## src/rtl/ex_operand_stage_if.sv

```systemverilog
// ID-to-EX instruction bundle for the operand stage.
// The ID side drives it; the EX operand stage consumes it.
interface ex_operand_stage_if;
    logic        id_valid;
    logic [31:0] id_rs1_data;
    logic [31:0] id_rs2_data;
    logic [31:0] id_imm;
    logic [4:0]  id_rs1_addr;
    logic [4:0]  id_rs2_addr;
    logic [4:0]  id_rd_addr;
    logic [3:0]  id_ALU_control;
    logic        id_alu_src;
    logic        id_reg_write;
    logic        id_mem_read;
    logic        id_mem_write;
    logic        id_branch;

    modport master (
        output id_valid, id_rs1_data, id_rs2_data, id_imm,
        output id_rs1_addr, id_rs2_addr, id_rd_addr,
        output id_ALU_control, id_alu_src,
        output id_reg_write, id_mem_read, id_mem_write, id_branch
    );

    modport slave (
        input id_valid, id_rs1_data, id_rs2_data, id_imm,
        input id_rs1_addr, id_rs2_addr, id_rd_addr,
        input id_ALU_control, id_alu_src,
        input id_reg_write, id_mem_read, id_mem_write, id_branch
    );
endinterface

```

## src/rtl/ex_operand_stage.sv

```systemverilog
// ID/EX pipeline register with operand forwarding and load-use detection.
// Operands are pass-through only; no arithmetic lives here.
module ex_operand_stage (
    input  logic                     clk,
    input  logic                     rst_n,
    ex_operand_stage_if.slave        id_bus,
    input  logic                     exmem_reg_write,
    input  logic [4:0]               exmem_rd,
    input  logic [31:0]              exmem_result,
    input  logic                     memwb_reg_write,
    input  logic [4:0]               memwb_rd,
    input  logic [31:0]              memwb_data,
    input  logic                     stall,
    input  logic                     flush,
    output logic [31:0]              A,
    output logic [31:0]              B,
    output logic [3:0]               ALU_control,
    output logic [31:0]              store_data,
    output logic [4:0]               ex_rd,
    output logic                     ex_valid,
    output logic                     ex_reg_write,
    output logic                     ex_mem_read,
    output logic                     ex_mem_write,
    output logic                     ex_branch,
    output logic                     load_use_hazard
);

    typedef struct packed {
        logic        valid;
        logic [31:0] rs1_data;
        logic [31:0] rs2_data;
        logic [31:0] imm;
        logic [4:0]  rs1_addr;
        logic [4:0]  rs2_addr;
        logic [4:0]  rd;
        logic [3:0]  alu_ctrl;
        logic        alu_src;
        logic        reg_write;
        logic        mem_read;
        logic        mem_write;
        logic        branch;
    } ex_regs_t;

    localparam ex_regs_t BUBBLE = '0;

    ex_regs_t r;
    ex_regs_t id_in;

    logic [31:0] fwd1;
    logic [31:0] fwd2;

    always_comb begin
        id_in           = BUBBLE;
        id_in.valid     = id_bus.id_valid;
        id_in.rs1_data  = id_bus.id_rs1_data;
        id_in.rs2_data  = id_bus.id_rs2_data;
        id_in.imm       = id_bus.id_imm;
        id_in.rs1_addr  = id_bus.id_rs1_addr;
        id_in.rs2_addr  = id_bus.id_rs2_addr;
        id_in.rd        = id_bus.id_rd_addr;
        id_in.alu_ctrl  = id_bus.id_ALU_control;
        id_in.alu_src   = id_bus.id_alu_src;
        id_in.reg_write = id_bus.id_reg_write;
        id_in.mem_read  = id_bus.id_mem_read;
        id_in.mem_write = id_bus.id_mem_write;
        id_in.branch    = id_bus.id_branch;
    end

    // A load in EX whose rd feeds the instruction in ID cannot be forwarded in time.
    always_comb begin
        load_use_hazard = r.valid & r.mem_read & (r.rd != 5'd0)
                        & id_bus.id_valid
                        & ((r.rd == id_bus.id_rs1_addr) |
                           (r.rd == id_bus.id_rs2_addr));
    end

    always_ff @(posedge clk or negedge rst_n) begin
        if (!rst_n) begin
            r <= BUBBLE;
        end else begin
            priority case (1'b1)
                flush:           r <= BUBBLE;
                stall:           r <= r;
                load_use_hazard: r <= BUBBLE;
                default:         r <= id_in;
            endcase
        end
    end

    // EX/MEM is the younger producer, so it is checked first; x0 never forwards.
    function automatic logic [31:0] fwd_sel(
        input logic [4:0]  addr,
        input logic [31:0] reg_data,
        input logic        em_we,
        input logic [4:0]  em_rd,
        input logic [31:0] em_res,
        input logic        mw_we,
        input logic [4:0]  mw_rd,
        input logic [31:0] mw_dat
    );
        logic [31:0] res;
        res = reg_data;
        if (em_we && (em_rd != 5'd0) && (em_rd == addr))
            res = em_res;
        else if (mw_we && (mw_rd != 5'd0) && (mw_rd == addr))
            res = mw_dat;
        return res;
    endfunction

    always_comb begin
        fwd1 = fwd_sel(r.rs1_addr, r.rs1_data,
                       exmem_reg_write, exmem_rd, exmem_result,
                       memwb_reg_write, memwb_rd, memwb_data);
        fwd2 = fwd_sel(r.rs2_addr, r.rs2_data,
                       exmem_reg_write, exmem_rd, exmem_result,
                       memwb_reg_write, memwb_rd, memwb_data);
    end

    always_comb begin
        A          = fwd1;
        B          = r.alu_src ? r.imm : fwd2;
        store_data = fwd2;
    end

    assign ALU_control  = r.alu_ctrl;
    assign ex_rd        = r.rd;
    assign ex_valid     = r.valid;
    assign ex_reg_write = r.reg_write;
    assign ex_mem_read  = r.mem_read;
    assign ex_mem_write = r.mem_write;
    assign ex_branch    = r.branch;

endmodule
```

## src/flat_wrapper.sv

```systemverilog
// flat-port wrapper written by rule: the top's interface ports become plain ports
module ex_operand_stage_flat 
  (clk, rst_n, exmem_reg_write, exmem_rd, exmem_result, memwb_reg_write, memwb_rd, memwb_data, stall, flush, A, B, ALU_control, store_data, ex_rd, ex_valid, ex_reg_write, ex_mem_read, ex_mem_write, ex_branch, load_use_hazard, id_bus_id_valid, id_bus_id_rs1_data, id_bus_id_rs2_data, id_bus_id_imm, id_bus_id_rs1_addr, id_bus_id_rs2_addr, id_bus_id_rd_addr, id_bus_id_ALU_control, id_bus_id_alu_src, id_bus_id_reg_write, id_bus_id_mem_read, id_bus_id_mem_write, id_bus_id_branch);
  ex_operand_stage_if id_bus_i ();
  input  logic clk;
  input  logic rst_n;
  input  logic exmem_reg_write;
  input  logic [4:0] exmem_rd;
  input  logic [31:0] exmem_result;
  input  logic memwb_reg_write;
  input  logic [4:0] memwb_rd;
  input  logic [31:0] memwb_data;
  input  logic stall;
  input  logic flush;
  output logic [31:0] A;
  output logic [31:0] B;
  output logic [3:0] ALU_control;
  output logic [31:0] store_data;
  output logic [4:0] ex_rd;
  output logic ex_valid;
  output logic ex_reg_write;
  output logic ex_mem_read;
  output logic ex_mem_write;
  output logic ex_branch;
  output logic load_use_hazard;
  input wire logic [$bits(id_bus_i.id_valid)-1:0] id_bus_id_valid;
  input wire logic [$bits(id_bus_i.id_rs1_data)-1:0] id_bus_id_rs1_data;
  input wire logic [$bits(id_bus_i.id_rs2_data)-1:0] id_bus_id_rs2_data;
  input wire logic [$bits(id_bus_i.id_imm)-1:0] id_bus_id_imm;
  input wire logic [$bits(id_bus_i.id_rs1_addr)-1:0] id_bus_id_rs1_addr;
  input wire logic [$bits(id_bus_i.id_rs2_addr)-1:0] id_bus_id_rs2_addr;
  input wire logic [$bits(id_bus_i.id_rd_addr)-1:0] id_bus_id_rd_addr;
  input wire logic [$bits(id_bus_i.id_ALU_control)-1:0] id_bus_id_ALU_control;
  input wire logic [$bits(id_bus_i.id_alu_src)-1:0] id_bus_id_alu_src;
  input wire logic [$bits(id_bus_i.id_reg_write)-1:0] id_bus_id_reg_write;
  input wire logic [$bits(id_bus_i.id_mem_read)-1:0] id_bus_id_mem_read;
  input wire logic [$bits(id_bus_i.id_mem_write)-1:0] id_bus_id_mem_write;
  input wire logic [$bits(id_bus_i.id_branch)-1:0] id_bus_id_branch;
  assign id_bus_i.id_valid = id_bus_id_valid;
  assign id_bus_i.id_rs1_data = id_bus_id_rs1_data;
  assign id_bus_i.id_rs2_data = id_bus_id_rs2_data;
  assign id_bus_i.id_imm = id_bus_id_imm;
  assign id_bus_i.id_rs1_addr = id_bus_id_rs1_addr;
  assign id_bus_i.id_rs2_addr = id_bus_id_rs2_addr;
  assign id_bus_i.id_rd_addr = id_bus_id_rd_addr;
  assign id_bus_i.id_ALU_control = id_bus_id_ALU_control;
  assign id_bus_i.id_alu_src = id_bus_id_alu_src;
  assign id_bus_i.id_reg_write = id_bus_id_reg_write;
  assign id_bus_i.id_mem_read = id_bus_id_mem_read;
  assign id_bus_i.id_mem_write = id_bus_id_mem_write;
  assign id_bus_i.id_branch = id_bus_id_branch;
  ex_operand_stage u_core (.clk(clk), .rst_n(rst_n), .id_bus(id_bus_i), .exmem_reg_write(exmem_reg_write), .exmem_rd(exmem_rd), .exmem_result(exmem_result), .memwb_reg_write(memwb_reg_write), .memwb_rd(memwb_rd), .memwb_data(memwb_data), .stall(stall), .flush(flush), .A(A), .B(B), .ALU_control(ALU_control), .store_data(store_data), .ex_rd(ex_rd), .ex_valid(ex_valid), .ex_reg_write(ex_reg_write), .ex_mem_read(ex_mem_read), .ex_mem_write(ex_mem_write), .ex_branch(ex_branch), .load_use_hazard(load_use_hazard));
endmodule
```

## config.mk

```make
export PLATFORM = sky130hd
export DESIGN_NAME = ex_operand_stage_flat
export DESIGN_NICKNAME = d
export VERILOG_FILES = /design/src/rtl/ex_operand_stage_if.sv /design/src/rtl/ex_operand_stage.sv /design/src/flat_wrapper.sv
export SDC_FILE = /design/constraint.sdc
export NUM_CORES = 1
export LEC_CHECK = 0
export CORE_ASPECT_RATIO = 0.75
export CORE_UTILIZATION = 47
export CTS_CLUSTER_SIZE = 12
export DETAILED_ROUTE_END_ITERATION = 10
export PLACE_DENSITY_LB_ADDON = 0.3
export SLEW_MARGIN = 20
export SYNTH_ARGS = -nofsm -noshare
export SYNTH_HDL_FRONTEND = slang
export SYNTH_SLANG_ARGS = --single-unit
```

## constraint.sdc

```tcl
create_clock -name clk -period 2.65 [get_ports clk]
set_clock_uncertainty 0.1 [all_clocks]
set_input_delay 0.53 -clock clk [delete_from_list [all_inputs] [get_ports clk]]
set_output_delay 0.53 -clock clk [all_outputs]
set_load 0.05 [all_outputs]
```

==> results of run 1 <==
sequential cells by signal, indices dropped and copies added (netlist names):
name / count
u_core.ex_valid: 1
u_core.ex_branch: 1
u_core.ex_reg_write: 1
u_core.ALU_control: 4
u_core.ex_mem_read: 1
u_core.r: 107
u_core.ex_rd: 5
u_core.ex_mem_write: 1
per-layer routing:
layer	wire length (µm)	GRT usage, %
met3	5185	9.942
met4	3866	25.88
met1	16240	47.05
met2	21920	71.58
met5	0	0
path summary, 6_finish.rpt:
path                                          to  slack, ps  cells after the start
max                                        B[21]       -830                      7
min                                 u_core.r[50]         40                      2
max reg2reg                         u_core.r[46]        170                      6
min reg2reg                u_core.ALU_control[3]        390                      2
max in group asynchronous            u_core.r[4]       1760                      2
min in group clk           u_core.ALU_control[3]        390                      2
power groups by stage:
| stage | Sequential (mW) | Clock [mW] | Combinational (mW) |
|---|---|---|---|
| after global routing | 2.08 | 2.53 | 2.90 |
| final | 2.08 | 2.46 | 2.83 |
| after detailed placement | 2.07 | 0 | 2.53 |
| after global placement | 2.07 | 0 | 2.50 |
| after floorplan | 2.05 | 0 | 1.31 |
| after CTS | 2.06 | 2.42 | 2.68 |
cell families after synthesis:
logic type      after synthesis
simple gates                234
xor+xnor                     30
flops                       121
compound gates              222
buf+inv                     262
mux                          64
cells in the final DEF (no fill, tap or decap), drive strengths merged, types with 4 or more instances in the layout:
cell type	n
a21oi	33
a221oi	32
buf	214
clkbuf	24
clkdlybuf4s50	201
clkinv	4
dfrtp	121
diode	6
inv	153
mux2i	64
nand2	44
nand3b	109
nor2	33
nor3	38
o21ai	32
o41ai	121
xnor2	10
xor2	20
timing repair:
action                     4_1_cts  5_1_grt
setup endpoints to repair       96       97
hold buffers                     0        0
gates resized for setup        175       53
cloned                          15        1
pin swaps                       65       31
setup buffers                   22       10
layout make-up:
type	count	area, µm²
multi-input cells	551	6684
repair buffers	422	5639
flip-flops and latches	121	3033
fillers	685	1753
inverters	153	574.3
clock buffers	22	464.2
well taps	247	309.0
clock inverters	10	143.9
diodes	6	15.01
==> summary.txt, run 1 <==
Die
  – DIE WIDTH: 161.7 µm
  – I/O pin total: 312
  – DIE AREA: 19680 µm²
  – Row count: 43
  – Die height: between 100 and 150 µm
  – Core box area: 18620 µm²
  – Initial Util: 48.27%

Drt
  – DRC errors left: 0
  – Drt via density: about 6.6
  – WL per Instance: 30.82 µm
  – Post-route ant nets: 0
  – Initial DRC count: 1231
  – Total routed wirelength: about 47000 µm
  – First-pass DRT Iterations: 5
  – Via count: 10170

Synth
  – Synthesized area per cell: 9.630 µm²
  – Area leader, netlist: dfrtp_1
  – Ys Warns: 0
  – Portion of netlist area occupied by mux cells: about 7.1%
  – Largest family of logic cells by synthesized area: compound AO/OA/AOI/OAI gates
  – Synth unique cells: 29
  – Compound-gate portion of the synthesized area: ~28%
  – Ys flop type: dfrtp_1
  – Top cell type's share of synthesized area: 33.70%
  – Count leader, synth: inv_1
  – Synth Area in XOR/XNOR: under 10%
  – Adder-cell share of the synthesized area: 0%
  – Synth area leaders: dfrtp_1 34%, o41ai_2 14%, nand3b_1 9.1%
  – Number of synthesized flops with an enable pin: 0
  – Synth top cells by count: 153 x inv_1, 121 x dfrtp_1, 109 x nand3b_1, 80 x o41ai_2, 71 x clkbuf_1
  – Syn Nets: 1134
  – Flops & latches, synth: between 100 and 150
  – Register area share after synthesis: 33.70%
  – Syn Inst Count: 933
  – Async SR Flop Fraction: 100.0%
  – Synth Area in Simple Gates: 15.36%
  – Synth Cell Area: approximately 9000 µm²

STA
  – Min Tclk post-route: 3485 ps
  – Hold Vio Cnt, Final: 0
  – Period utilization: 131.5%
  – Setup TNS: -55820 ps
  – Tightest Pin Transition: 738.5 ps
  – Max_slew headroom: 50.77%
  – Final setup violation count: 97
  – Fin. max-slew vios: 0
  – Hold Slack: ~37 ps
  – Max Clk Rate: 287.0 MHz
  – Fin worst setup slack: -834.9 ps
  – RSZ-0062 raised after global routing: true

Worst setup path
  – CP startpoint: memwb_reg_write
  – Critical Path AT: about 2900 ps
  – Slowest cell on the critical path: clkdlybuf4s50_1
  – Largest fanout on the critical path: 6
  – CP required: 2020 ps
  – Worst r2r src: u_core.ex_rd[0]
  – WP buf/inv: 3
  – Worst path cell trace: clkdlybuf4s50_1, o21a_4, nand4_4, buf_6, mux2i_4, a221oi_4, buf_12
  – CP Capture Type: output pin
  – CP Launch Type: input port
  – Max incr delay on CP: 710 ps
  – Top delay family on crit path: buffers and inverters
  – Setup CP Type: input port to output pin

Pwr
  – Power per cell area: 437.0 nW/µm²
  – Tot Pwr: about 7.4 mW
  – Sequential fraction of design power: between 20% and 30%
  – Int Pwr: 4.816 mW
  – Clock network fraction of total power: 33.3%
  – Leakage: 7.079 nW
  – Sw power: 2.553 mW
  – VDD IR-drop max: 0.3368 mV
  – Sw Ratio: 34.64%
  – Gate power share: a little under two fifths

Global route
  – Initial antenna violation count: 5
  – Largest net degree at the start of global routing: 122
  – Gr ovfl total: 0
  – First-pass GRT wire length: 60840 µm
  – Global-route usage over all layers: about two fifths
  – Vias in the first global route: 10080

Layout
  – Final #Nets: 1467
  – Share of cells above drive strength 1: 41.83%
  – Fin cells: 1532
  – Finished Cell Area: between 15000 and 20000 µm²
  – P&R area growth vs syn: 87.68%
  – Fin util: about nine tenths

Clocking
  – Total CTS buffers: 17
  – Clock Sinks: 121
  – Clock latency on the worst-skew pair: 430 ps
  – Worst-path clk slew: 70 ps
  – Htree depth: 4
  – CTS max path bufs: 2
  – CTS tree: yes
  – CTS root buf: clkbuf_16

Status
  – Violated checks: negative setup slack
  – Outcome: finished, violations left

Run
  – Max Cap Viol: 0

Placement
  – Cell area after placement: ~15000 µm²
  – Post-DP HPWL: roughly 24000 µm
  – DP Worst Slack: -791.5 ps
  – Gpl congestion: 0.9233
  – Port Buffers: between 300 and 400
  – Placed insts: 1459

Min path
  – Hold Crit Class: input port to async pin
Power figures use the tool's default switching activity.
==> inputs of run 2 (changes only) <==
--- a/config.mk
+++ b/config.mk
@@ -6,7 +6,7 @@
 export NUM_CORES = 1
 export LEC_CHECK = 0
 export CORE_ASPECT_RATIO = 0.75
-export CORE_UTILIZATION = 47
+export CORE_UTILIZATION = 30
 export CTS_CLUSTER_SIZE = 12
 export DETAILED_ROUTE_END_ITERATION = 10
 export PLACE_DENSITY_LB_ADDON = 0.3
==> summary.txt, run 2 (synthesis results as in run 1) <==
Status
  – Outcome: finished, violations left
  – Violated checks: negative setup slack

Worst setup path
  – Critical Path AT: 2550 ps
  – CP startpoint: u_core.r[17]
  – Largest fanout on the critical path: 6
  – CP required: 2020 ps
  – Setup CP Type: register to output pin
  – CP Capture Type: output pin
  – Worst r2r src: u_core.ex_rd[2]
  – CP Launch Type: register

Placement
  – Cell area after placement: around 15000 µm²
  – Gpl congestion: 0.8696
  – Post-DP HPWL: 25450 µm
  – DP Worst Slack: -834.7 ps
  – Port Buffers: 311

Die
  – Row count: 54
  – I/O pin total: approximately 310
  – Die height: 151.9 µm
  – Core box area: 29260 µm²
  – DIE WIDTH: 201.8 µm
  – Initial Util: 30.71%
  – DIE AREA: 30650 µm²

Global route
  – Global-route usage over all layers: between 20 and 30%
  – Vias in the first global route: approximately 9500
  – Initial antenna violation count: 1
  – Gr ovfl total: 0
  – Largest net degree at the start of global routing: between 70 and 80
  – First-pass GRT wire length: slightly below 60000 µm

Layout
  – Most common cell after layout, fill and taps aside: clkdlybuf4s50_1
  – FILL cells: approximately 2300
  – Biggest register: u_core.r
  – Final #Nets: 1481
  – Finished Cell Area: between 15000 and 20000 µm²
  – Share of cells above drive strength 1: 42.07%
  – P&R area growth vs syn: 92.30%
  – Most frequent cells in the layout: 196 x clkdlybuf4s50_1, 153 x inv_1, 133 x buf_12
  – Max reg flops: 107

Clocking
  – Clock latency on the worst-skew pair: 420 ps
  – Htree depth: 4
  – Worst-path clk slew: about 60 ps
  – Clock Sinks: 121
  – Total CTS buffers: 17
  – CTS tree: yes
  – CTS max path bufs: 2
  – CTS root buf: clkbuf_16

STA
  – Period utilization: 119.9%
  – Tightest Pin Transition: 541.7 ps
  – Final setup violation count: 96
  – Min Tclk post-route: 3178 ps
  – Fin. max-slew vios: 0
  – Fin worst setup slack: -528.2 ps
  – Hold Vio Cnt, Final: 0
  – Max_slew headroom: 63.88%
  – Max Clk Rate: 314.6 MHz
  – RSZ-0062 raised after global routing: true

Drt
  – Post-route ant nets: 0
  – WL per Instance: 23.27 µm
  – Initial DRC count: 564
  – DRC errors left: 0
  – Via count: 8966
  – M1 WL: 16520 µm
  – First-pass DRT Iterations: 5
  – WL met3: 2618 µm
  – DR WL met2: 19290 µm
  – Total routed wirelength: 39230 µm
  – Drt via density: 5.318
  – Top Metal Used: met4

Min path
  – Hold_sp: id_bus_id_rs1_addr[0]
  – Hold Crit Class: input port to register

Pwr
  – Int Pwr: a little under 5 mW
  – Sw Ratio: 33.59%
  – Power per cell area: 421.7 nW/µm²
  – Clock network fraction of total power: 33.9%
  – Sequential fraction of design power: 28.3%
  – Gate power share: 37.7%
  – VDD IR-drop max: 0.4212 mV
  – Leakage: 7.246 nW
  – Sw power: 2.447 mW

Run
  – Max Cap Viol: 0
[run 2: cell type report]
cell class	count	area [µm²]	share of cell area [%]
multi-input combinational	550	6678	38.65
timing repair buffer	437	5894	34.12
sequential	121	3032	17.55
inverter	153	574.3	3.324
tap	392	490.5	2.839
clock buffer	21	460.4	2.665
clock inverter	11	146.4	0.8473
antenna	1	2.502	0.01448
[run 2: stage by stage]
stage                     power (mW)  TNS, ps  hold slack (ps)  utilization (%)  cells
after global placement         4.589   -70450            363.9            50.71   1602
after detailed placement       4.604   -73540            370.5            50.71   1602
after global routing           7.531   -45440            346.5            59.05   1685
after CTS                      7.295   -41050            384.0            58.52   1682
final                          7.287   -38280            350.2            59.06   1686
after floorplan                3.363   -15740            134.4                -    933
[run 2: critical path, stage by stage, from the launching register on]
cell      delay (ps)
dfrtp_1          400
buf_6            130
xor2_1           130
nor3_1           160
buf_4            150
nand4_4           90
buf_4            170
buf_12           150
mux2i_4          220
a221oi_4         330
buf_12           180
[run 2: power by group through the flow]
stage               registers [mW]  logic [mW]  clock network (mW)
finish                        2.07        2.75                2.47
global route                  2.07        2.86                2.59
CTS                           2.06        2.73                2.51
detailed placement            2.07        2.53                   0
global placement              2.07        2.52                   0
floorplan                     2.05        1.31                   0
[run 2: path summary, 6_finish.rpt]
kind	cells after the start	end	slack, ps
max	10	B[23]	-530
min	3	u_core.r[19]	350
max reg2reg	6	u_core.r[47]	370
min reg2reg	2	u_core.ex_mem_write	390
max in group asynchronous	3	u_core.ex_mem_write	1220
min in group asynchronous	2	u_core.r[53]	530
[run 2: timing repair]
action                     4_1_cts  5_1_grt
gates resized for setup        206       58
setup endpoints to repair       97       97
setup buffers                   31       12
cloned                          19        2
hold endpoints to repair        42        0
hold buffers                     1        0
pin swaps                       61       48
[run 2: routing by layer]
layer  vias to the layer above  GRT usage (%)
met2                       332          42.53
met4                         0          7.359
met5                         -              0
met1                      4529          32.69
met3                        41          5.920
li1                       4064              -
